--- src/rtl/fmisc_wb_buffer.sv ---
// Writeback staging FIFO between the FP misc execute lanes and the writeback arbiter.
// Compacts up to IN_NUM results per cycle, presents the oldest OUT_NUM, and squashes redirect-younger entries.
module fmisc_wb_buffer #(
  parameter int IN_NUM     = 2,
  parameter int OUT_NUM    = 1,
  parameter int DEPTH      = 4,
  parameter int ROB_WIDTH  = 5,
  parameter int PREG_WIDTH = 6,
  parameter int XLEN       = 32
) (
  input  logic                              clk,
  input  logic                              rst,
  input  logic [IN_NUM-1:0]                 in_en,
  input  logic [IN_NUM*(ROB_WIDTH+1)-1:0]   in_robIdx,
  input  logic [IN_NUM*PREG_WIDTH-1:0]      in_rd,
  input  logic [IN_NUM-1:0]                 in_we,
  input  logic [IN_NUM*XLEN-1:0]            in_res,
  input  logic [IN_NUM*5-1:0]               in_exccode,
  output logic                              in_stall,
  output logic [OUT_NUM-1:0]                out_en,
  output logic [OUT_NUM*(ROB_WIDTH+1)-1:0]  out_robIdx,
  output logic [OUT_NUM*PREG_WIDTH-1:0]     out_rd,
  output logic [OUT_NUM-1:0]                out_we,
  output logic [OUT_NUM*XLEN-1:0]           out_res,
  output logic [OUT_NUM*5-1:0]              out_exccode,
  input  logic [OUT_NUM-1:0]                out_valid,
  input  logic                              redirect,
  input  logic [ROB_WIDTH:0]                redirectIdx
);

  localparam int RIW   = ROB_WIDTH + 1;
  localparam int PTR_W = $clog2(DEPTH);
  localparam int CNT_W = PTR_W + 1;

  typedef struct packed {
    logic [RIW-1:0]        robIdx;
    logic [PREG_WIDTH-1:0] rd;
    logic                  we;
    logic [XLEN-1:0]       res;
    logic [4:0]            exc;
  } entry_t;

  entry_t             entries_q [DEPTH];
  entry_t             entries_d [DEPTH];
  logic [DEPTH-1:0]   live_q, live_d;
  logic [PTR_W-1:0]   head_q, head_d;
  logic [PTR_W-1:0]   tail_q, tail_d;
  logic [CNT_W-1:0]   count_q, count_d;

  logic [CNT_W-1:0]   enqCnt;
  logic [CNT_W-1:0]   deqCnt;
  logic [PTR_W-1:0]   enqSlot;
  logic [PTR_W-1:0]   portIdx;
  logic               retireRun;
  logic               portRetire;

  // Equal index is not younger, so the redirecting instruction itself survives.
  function automatic logic younger(input logic [RIW-1:0] x, input logic [RIW-1:0] r);
    if (x[RIW-1] == r[RIW-1]) younger = x[RIW-2:0] > r[RIW-2:0];
    else                      younger = x[RIW-2:0] < r[RIW-2:0];
  endfunction

  assign in_stall = (CNT_W'(DEPTH) - count_q) < CNT_W'(IN_NUM);

  // Flush stored entries, then write the compacted lanes; written slots are always free ones.
  always_comb begin
    entries_d = entries_q;
    live_d    = live_q;
    enqCnt    = '0;
    enqSlot   = '0;
    if (redirect) begin
      for (int j = 0; j < DEPTH; j++) begin
        if (younger(entries_q[j].robIdx, redirectIdx)) live_d[j] = 1'b0;
      end
    end
    if (!in_stall) begin
      for (int i = 0; i < IN_NUM; i++) begin
        if (in_en[i]) begin
          enqSlot                   = tail_q + PTR_W'(enqCnt);
          entries_d[enqSlot].robIdx = in_robIdx[i*RIW +: RIW];
          entries_d[enqSlot].rd     = in_rd[i*PREG_WIDTH +: PREG_WIDTH];
          entries_d[enqSlot].we     = in_we[i];
          entries_d[enqSlot].res    = in_res[i*XLEN +: XLEN];
          entries_d[enqSlot].exc    = in_exccode[i*5 +: 5];
          live_d[enqSlot]           = !(redirect && younger(in_robIdx[i*RIW +: RIW], redirectIdx));
          enqCnt                    = enqCnt + CNT_W'(1);
        end
      end
    end
  end

  // Presentation and retirement share the port index; only a leading run of retiring ports pops.
  always_comb begin
    out_en      = '0;
    out_robIdx  = '0;
    out_rd      = '0;
    out_we      = '0;
    out_res     = '0;
    out_exccode = '0;
    deqCnt      = '0;
    retireRun   = 1'b1;
    portIdx     = '0;
    portRetire  = 1'b0;
    for (int k = 0; k < OUT_NUM; k++) begin
      portIdx                       = head_q + PTR_W'(k);
      out_en[k]                     = (count_q > CNT_W'(k)) && live_q[portIdx];
      out_robIdx[k*RIW +: RIW]      = entries_q[portIdx].robIdx;
      out_rd[k*PREG_WIDTH +: PREG_WIDTH] = entries_q[portIdx].rd;
      out_we[k]                     = entries_q[portIdx].we;
      out_res[k*XLEN +: XLEN]       = entries_q[portIdx].res;
      out_exccode[k*5 +: 5]         = entries_q[portIdx].exc;
      portRetire = (count_q > CNT_W'(k)) && ((live_q[portIdx] && out_valid[k]) || !live_q[portIdx]);
      if (retireRun && portRetire) deqCnt = deqCnt + CNT_W'(1);
      else                         retireRun = 1'b0;
    end
  end

  always_comb begin
    head_d  = head_q + PTR_W'(deqCnt);
    tail_d  = tail_q + PTR_W'(enqCnt);
    count_d = count_q + enqCnt - deqCnt;
  end

  always_ff @(posedge clk) begin
    if (!rst) begin
      head_q  <= '0;
      tail_q  <= '0;
      count_q <= '0;
      live_q  <= '0;
    end else begin
      head_q  <= head_d;
      tail_q  <= tail_d;
      count_q <= count_d;
      live_q  <= live_d;
    end
  end

  // Payload needs no reset: nothing is presented unless its live bit is set.
  always_ff @(posedge clk) begin
    for (int j = 0; j < DEPTH; j++) begin
      entries_q[j] <= entries_d[j];
    end
  end

endmodule

--- config.mk ---
export PLATFORM = sky130hd
export DESIGN_NAME = fmisc_wb_buffer
export DESIGN_NICKNAME = d
export VERILOG_FILES = /design/src/rtl/fmisc_wb_buffer.sv
export SDC_FILE = /design/constraint.sdc
export NUM_CORES = 1
export LEC_CHECK = 0
export CAP_MARGIN = 10
export CORE_AREA = 3 3 209 211
export DETAILED_ROUTE_END_ITERATION = 10
export DIE_AREA = 0 0 212 214
export SYNTH_ARGS = -nofsm -noshare
export SYNTH_HDL_FRONTEND = slang
export SYNTH_SLANG_ARGS = --single-unit
--- constraint.sdc ---
create_clock -name clk -period 4.8 [get_ports clk]
set_input_delay 0.96 -clock clk [delete_from_list [all_inputs] [get_ports clk]]
set_output_delay 0.96 -clock clk [all_outputs]
set_load 0.02 [all_outputs]
==> Word-level counts from Yosys, hierarchy flattened <==
Cells that the tools add are included.
{ "word_totals": {"elab_cells": 149, "inputBits": 112, "ff_bits": 211, "output_inout_bits": 52} }
{ "classes": {"n_eq_ne": 6, "n_reduce_logical": 13, "magnitude_cmp": 24, "mux": 72, "add_sub_neg": 7, "bitwise_logic": 3} }
{ "op_table": {"columns": ["operator", "n"], "rows": [
  ["200-bit bitwise mux", 10],
  ["50-bit demux with 2-bit select", 10],
  ["200-bit 2-to-1 mux", 3],
  ["50-bit 2-to-1 mux", 4],
  ["50-bit binary-select mux with 2-bit select", 1],
  ["44-bit 2-to-1 mux", 2],
  ["38-bit 2-to-1 mux", 2],
  ["37-bit 2-to-1 mux", 2],
  ["5-bit > comparator", 6],
  ["5-bit less-than comparator", 6],
  ["1-bit 2-to-1 mux", 23],
  ["4-bit 2-to-1 mux", 5],
  ["5-bit 2-to-1 mux", 2],
  ["3-bit greater-or-equal comparator, second input constant", 3],
  ["1-bit logical AND", 9],
  ["2-bit by 3-bit less-than comparator with 1-bit output, second input constant", 3],
  ["3-bit 2-to-1 mux", 3],
  ["2-bit inverter with 3-bit output", 3],
  ["4-bit bitwise mux", 2],
  ["2-bit adder", 3],
  ["1-bit equality test", 6],
  ["3-bit by 1-bit less-than comparator with 1-bit output, second input constant", 2],
  ["1-bit demux with 2-bit select", 2],
  ["2-bit by 1-bit greater-or-equal comparator with 1-bit output, second input constant", 2],
  ["other kinds (9)", 11]
]} }

==> Depth between registers and ports, before layout <==
Gate-level depths: netlist (run 1).
{ "depth": {"ltp_word": 18, "depth_mapped": 14, "depth_no_buf": 13} }

==> Least setup slack after synthesis (run 1) <==
OpenSTA, ideal clock, no wires.
{ "synth_path": {"path_type": "register to register", "startpoint": "register count_q[0]", "endpoint": "register count_q[2]", "path_slack_ns": -0.217, "stages_incl_launch_ff": 15, "t_arrival_ns": 4.902, "n_path_buf": 1, "setup_time_ns": 0.115, "required_ns": 4.685, "period_less_slack_ns": 5.017, "cell_sequence": "dfxtp_1 -> inv_1 -> ha_1 -> ha_1 -> nand2b_1 -> buf_2 -> nand2_1 -> ha_1 -> inv_1 -> ha_1 -> inv_1 -> fa_1 -> xnor2_1 -> xnor2_1 -> and2_1"} }
{ "synth_between": {"elab_chain_cells": 5, "elab_cells_between_ends": 8, "classes_between": "3 x add/sub; 2 x order compare; 2 x mux; 1 x reduce/logical"} }
{ "synth_rtl": {"columns": ["element", "line", "rtl"], "rows": [
  ["from (decl)", "48", "logic [CNT_W-1:0] count_q, count_d;"],
  ["from (signal assigned)", "133", "count_q <= count_d;"],
  ["3-bit subtractor", "63", "assign in_stall = (CNT_W'(DEPTH) - count_q) < CNT_W'(IN_NUM);"],
  ["3-bit by 2-bit less-than comparator with 1-bit output", "63", null],
  ["3-bit 2-to-1 mux", "76", "if (!in_stall) begin"],
  ["3-bit adder", "121", "count_d = count_q + enqCnt - deqCnt;"],
  ["3-bit subtractor (*)", "121", null]
]} }
Mark *: on every way between the ends. The rest lies on a longest branch, timed or not.
A chain may end at the register's enable or synchronous reset.

==> Worst setup path after layout (run 1) <==
{ "layout_path": {"startpoint": "register head_q[1]", "endpoint": "output port out_res[10]"} }
{ "layout_between": {"elab_chain_cells": 4} }
{ "layout_rtl": {"columns": ["element", "line", "rtl"], "rows": [
  ["from (decl)", "46", "logic [PTR_W-1:0] head_q, head_d;"],
  ["from (signal assigned)", "126", "head_q <= '0;"],
  ["from (signal assigned)", "131", "head_q <= head_d;"],
  ["2-bit inverter with 3-bit output (implied by the code)", "110", "out_res[k*XLEN +: XLEN] = entries_q[portIdx].res;"],
  ["50-bit binary-select mux with 2-bit select", "110", null],
  ["50-bit 2-to-1 mux (2 in series)", null, null],
  ["to (decl)", "24", "output logic [OUT_NUM*XLEN-1:0] out_res,"]
]} }
No other way between the ends. The select of a mux whose other input is x is not followed.

==> impl_metrics.ini, run 1 <==
[layout]
drive_gt1_share_pct = 9.64
fin_nets = 1412
syn_to_final_growth_pct = 23.0
post-route-util_pct = 38.0

[sta]
finalCritPeriodShare_pct = 78.6
grt_setup_unrepaired = false
maxSlewViolCount = 0
finalSetupViolations = 0
finalHoldViolCount = 0
fmax_mhz = 265
maxSlewHeadroom_pct = 41.6
min_period_ns = 3.77
tightestPinTransition_ns = 0.875
skew_ns = 0.0193
tns_ns = 0

[worst_setup_path]
endpoint = out_res[10]
crit_chain = buf_4, mux4_2, clkdlybuf4s50_1
rr_endpoint = entries_q[17]
critPathLaunchType = register
setup.worst_path.end_class = primary output
regToRegSetupSlack_ns = 1.68
worst-path-max-fanout = 27
r2r_start = count_q[0]
critPathMaxStageDelay_ns = 0.76
cp_slowest_cell = dfxtp_4
worstSetupPathType = register to primary output
setup.worst_path.start = head_q[1]
reg2regPathDepth = 6
cp.required_ns = 3.84
crit_arrival_ns = 2.81

[floorplan]
num_rows = 75
die_w_um = 212
start_util_pct = 30.9
top_level_ports = 164
core_um2 = 41900
die_area_um2 = 45400
die_y_um = 214

[synth]
syn-instance-count = 1129
netlist_top_cells_area = edfxtp_1 46%, mux2i_1 15%, mux4_2 8.9%
ys_warn_count = 0
synth_nets = 1281
yosysTopAreaCell = edfxtp_1
synth_seq_area_share_pct = 48.1
yosys.area_share.simple_pct = 8.51
synthAdderAreaFrac_pct = 3.92
yosys.area.top_type_share_pct = 46.4
synth_most_common_cell = nand2_1
ys_seq_elements = 211
synth.cells.most_frequent = 210 x nand2_1, 200 x edfxtp_1, 199 x mux2i_1
synth_compound_area_share_pct = 10.2
synth_top_flop_cell = edfxtp_1
synthXorXnorAreaFrac_pct = 0.995
syn_area_per_cell_um2 = 11.5
synth_edf_count = 200
synth_area_um2 = 13000
synth_top_family_by_area = multiplexers
async_flop_share_pct = 0
ys_types = 49
muxShareOfSynthArea_pct = 24.2

[placement]
port_buffers = 163
place_congestion = 0.793
dpl.hpwl_mm = 23.3

[clock_network]
cts_sinks = 211
cts_tree = built
cts_htree_levels = 1
cts_buffers = 28
cts-resized-gates = 0
postCtsSetupRepairBufs = 0
clock_latency_ns = 0.56
cts.clk_slew.worst_paths_ns = 0.06
clk_path_buf_depth = 3
cts.hold.buffers_added = 0
cts_root_buf = clkbuf_16

[grt]
track_usage_pct = 15.7
grt_pass1_wl_mm = 56.2
antenna_found_initial = 7
grt_pass1_vias = 9362
grt_max_degree = 75
gr-total-overflow = 0

[power_and_ir_drop]
p_leak_nw = 6.43
vdd_drop_max_uv = 445
powerDensity_nw_per_um2 = 761
p_total_mw = 12.1

[outcome]
status = complete, no violations

[drt]
dr.pass1.iters = 5
drc = 0
drt-initial-drc-count = 645
wl_mm = 36.9
ant_nets = 0
route.vias.total = 9404
viasPerCell = 5.18
wl_per_cell_um = 20.3

[flow_run]
drv_cap = 0

[min_path]
min_path_type = register to register
-- routing by layer --
layer / global-route usage [%] / vias up / wire length [um]
met5: 0 / - / 61
met4: 3.10 / 12 / 470
met3: 3.41 / 48 / 2450
met2: 25.9 / 244 / 17400
met1: 21.5 / 4607 / 16500
li1: - / 4493 / -
-- worst min path at each step --
stage / from / end / slack (ns) / cells past startpoint
5_1_grt: count_q[0] / count_q[0] / 0.63 / 2
3_3_place_gp: count_q[0] / count_q[0] / 0.58 / 2
2_1_floorplan: head_q[0] / head_q[0] / 0.55 / 2
3_5_place_dp: count_q[0] / count_q[0] / 0.59 / 2
4_1_cts: count_q[0] / count_q[0] / 0.61 / 2
6_report: count_q[0] / count_q[0] / 0.60 / 2
-- metrics by stage --
stage          cell area, um2  setup slack (ns)  std cells  hold WS [ns]
2_1_floorplan           13000             0.866       1129         0.552
3_3_place_gp            15100              1.37       1769         0.581
3_5_place_dp            15100              1.32       1769         0.594
4_1_cts                 15900             0.945       1815         0.608
5_1_grt                 15900             0.893       1815         0.626
6_report                15900              1.03       1816         0.604
-- layout by cell type (no fill, tap or decap), drive strengths merged, types with 2 or more instances in the layout --
master,n
inv,20
nand3,14
o221ai,5
clkinv,10
nor2,16
a211oi,3
a21oi,17
o311ai,2
clkbuf,33
and2,8
xnor2,6
clkdlybuf4s50,163
o211ai,3
o211a,2
bufinv,2
ha,39
buf,21
a21o,3
dfxtp,11
nand2,210
edfxtp,200
and3,2
clkinvlp,2
mux4,51
xor2,7
nor2b,4
mux2i,199
o21ai,204
nand4,3
nand2b,2
o2111ai,2
-- layout make-up --
| type | instances | area [um2] |
|---|---|---|
| diodes | 1 | 2.50 |
| clock buffers | 33 | 741 |
| clock inverters | 13 | 123 |
| fillers | 4072 | 26000 |
| inverters | 21 | 78.8 |
| multi-input cells | 814 | 6250 |
| flip-flops and latches | 211 | 6230 |
| well taps | 539 | 674 |
| repair buffers | 184 | 1830 |
-- state kept, by name, indices dropped and copies added, names as in the netlist --
signal,cells
count_q,3
entries_q,200
head_q,2
live_q,4
tail_q,2
-- kinds of logic after synthesis --
logic type / Yosys count
and+or+nand+nor: 265
muxes: 250
AOI/OAI and AO/OA: 246
DFF: 211
buffers and inverters: 104
adders and majority gates: 40
xor gates and xnor gates: 13
-- report_power, final --
part           internal [mW]  switching (mW)
clock                   1.20           0.821
combinational           2.49            3.21
sequential              3.77           0.640
-- critical path, delay by kind of cell, from the launching register on --
kind     cells  cell delay, ns
buf+inv      2            0.90
flops        1            0.76
mux          1            0.57
No activity file was read; power rests on OpenSTA's default activity.
==> run 2: changes to the inputs <==
==> constraint.sdc (replaced) <==
create_clock -name clk -period 3.3 [get_ports clk]
set_input_delay 0.66 -clock clk [delete_from_list [all_inputs] [get_ports clk]]
set_output_delay 0.66 -clock clk [all_outputs]
set_load 0.02 [all_outputs]
==> run 2 against run 1 <==
Global-route usage increased by 0.22 points. Clock power increased by 41%. Clock skew decreased by 0.0059 ns. Cell count increased by 0.72%. Largest cell class unchanged. Sequential power increased by 43%. Sequential share of layout area decreased by 0.45 points. Clock-buffer cell count decreased by 4. Worst hold slack about the same. Via count decreased by 0.51%. First-iteration DRC count decreased by 9.6%. Utilization increased by 0.44 points.
==> impl_metrics.ini, run 2 (synthesis gave the netlist of run 1 again) <==
[outcome]
status = complete, no violations

[floorplan]
die_y_um = 214
die_w_um = 212
num_rows = 75
start_util_pct = 30.9
core_um2 = 41900
die_area_um2 = 45400
top_level_ports = 164

[power_and_ir_drop]
p_leak_nw = 6.50
powerDensity_nw_per_um2 = 1100
vdd_drop_max_uv = 609

[layout]
fillers = 4035
drive_gt1_share_pct = 10.3
final_cell_mix = 210 x nand2_1, 200 x edfxtp_1, 199 x mux2i_1
largest_reg_flops = 200
fin_nets = 1421
top_register = entries_q
reg.largest.list = entries_q x200, live_q x4, count_q x3
syn_to_final_growth_pct = 24.4
final_common_cell = nand2_1
post-route-util_pct = 38.4

[clock_network]
cts_sinks = 211
cts.clk_slew.worst_paths_ns = 0.06
cts-resized-gates = 0
cts_htree_levels = 1
postCtsSetupRepairBufs = 0
cts_root_buf = clkbuf_16
clock_latency_ns = 0.54
cts.hold.buffers_added = 0
cts_tree = built
clk_path_buf_depth = 3
cts_buffers = 27

[drt]
drc = 0
viasPerCell = 5.12
wl_mm = 36.9
dr.pass1.iters = 5
ant_nets = 0
wl_per_cell_um = 20.1
route.vias.total = 9356
drt-initial-drc-count = 583

[worst_setup_path]
crit_arrival_ns = 2.52
cp.required_ns = 2.64
crit_chain = buf_4, buf_4, mux4_2, clkdlybuf4s50_1
setup.worst_path.end_class = primary output
path_common_cell = buf_4
worst-path-max-fanout = 18
critPathMaxStageDelay_ns = 0.56
worstSetupPathType = register to primary output
cp_slowest_cell = clkdlybuf4s50_1
critPathLaunchType = register

[placement]
place_congestion = 0.816
port_buffers = 163
dpl.hpwl_mm = 24.4

[sta]
maxSlewViolCount = 0
finalHoldViolCount = 0
maxSlewHeadroom_pct = 38.1
finalCritPeriodShare_pct = 96.3
min_period_ns = 3.18
tightestPinTransition_ns = 0.929
tns_ns = 0
grt_setup_unrepaired = false
holdWs_ns = 0.605
fmax_mhz = 315
skew_ns = 0.0134
finalSetupViolations = 0

[min_path]
min_path_type = register to register

[grt]
grt_pass1_wl_mm = 57.4
grt_pass1_vias = 9589
grt_max_degree = 67
track_usage_pct = 16.0
gr-total-overflow = 0
antenna_found_initial = 6

[flow_run]
drv_cap = 0
run 2: changes by cell type in the layout (fill, tap and decap cells not counted), sizes merged:
cell	delta
buf	+10
clkinv	+5
diode	+1
clkbuf	-4
clkinvlp	+1
run 2: critical path: cells and delay by family (launching register included):
kind     cells  cell delay (ns)
flops        1             0.35
buf+inv      3             1.25
mux          1             0.35
run 2: final timing paths:
check                                       to  slack (ns)  cells after the start  startpoint
worst min-delay path                count_q[0]        0.60                      2  count_q[0]
worst max register to register  entries_q[189]        0.63                      6  count_q[0]
worst min register to register      count_q[0]        0.60                      2  count_q[0]
worst max-delay path               out_res[10]        0.12                      4   head_q[0]
run 2: power by group:
| part | internal, mW | switching, mW |
|---|---|---|
| clock network | 1.64 | 1.20 |
| registers | 5.47 | 0.818 |
| logic | 3.76 | 4.78 |
run 2: cell type report:
class / instances / area, um2 / share of cell area [%]
diodes: 2 / 5.00 / 0.0311
multi-input cells: 814 / 6250 / 38.8
clock inverters: 19 / 150 / 0.932
clock buffers: 29 / 683 / 4.24
repair buffers: 194 / 2040 / 12.7
inverters: 21 / 78.8 / 0.489
flip-flops and latches: 211 / 6230 / 38.7
well taps: 539 / 674 / 4.19
run 2: layer usage:
metal | global-route usage (%) | vias to the layer above | part of all wire (%)
met2 | 25.4 | 265 | 47
met3 | 3.40 | 49 | 6.1
met5 | 0 | - | 0.15
met1 | 22.5 | 4516 | 45
li1 | - | 4518 | -
met4 | 3.33 | 8 | 1.9
run 2: metrics by stage:
stage	cells	total power, mW	instance area, um2	setup WS (ns)
CTS	1827	17.9	16100	0.0570
finish	1829	17.7	16100	0.121
floorplan	1129	11.7	13000	0.148
global placement	1779	14.8	15300	0.221
detailed placement	1779	15.0	15300	0.236
global route	1828	18.9	16100	0.0113
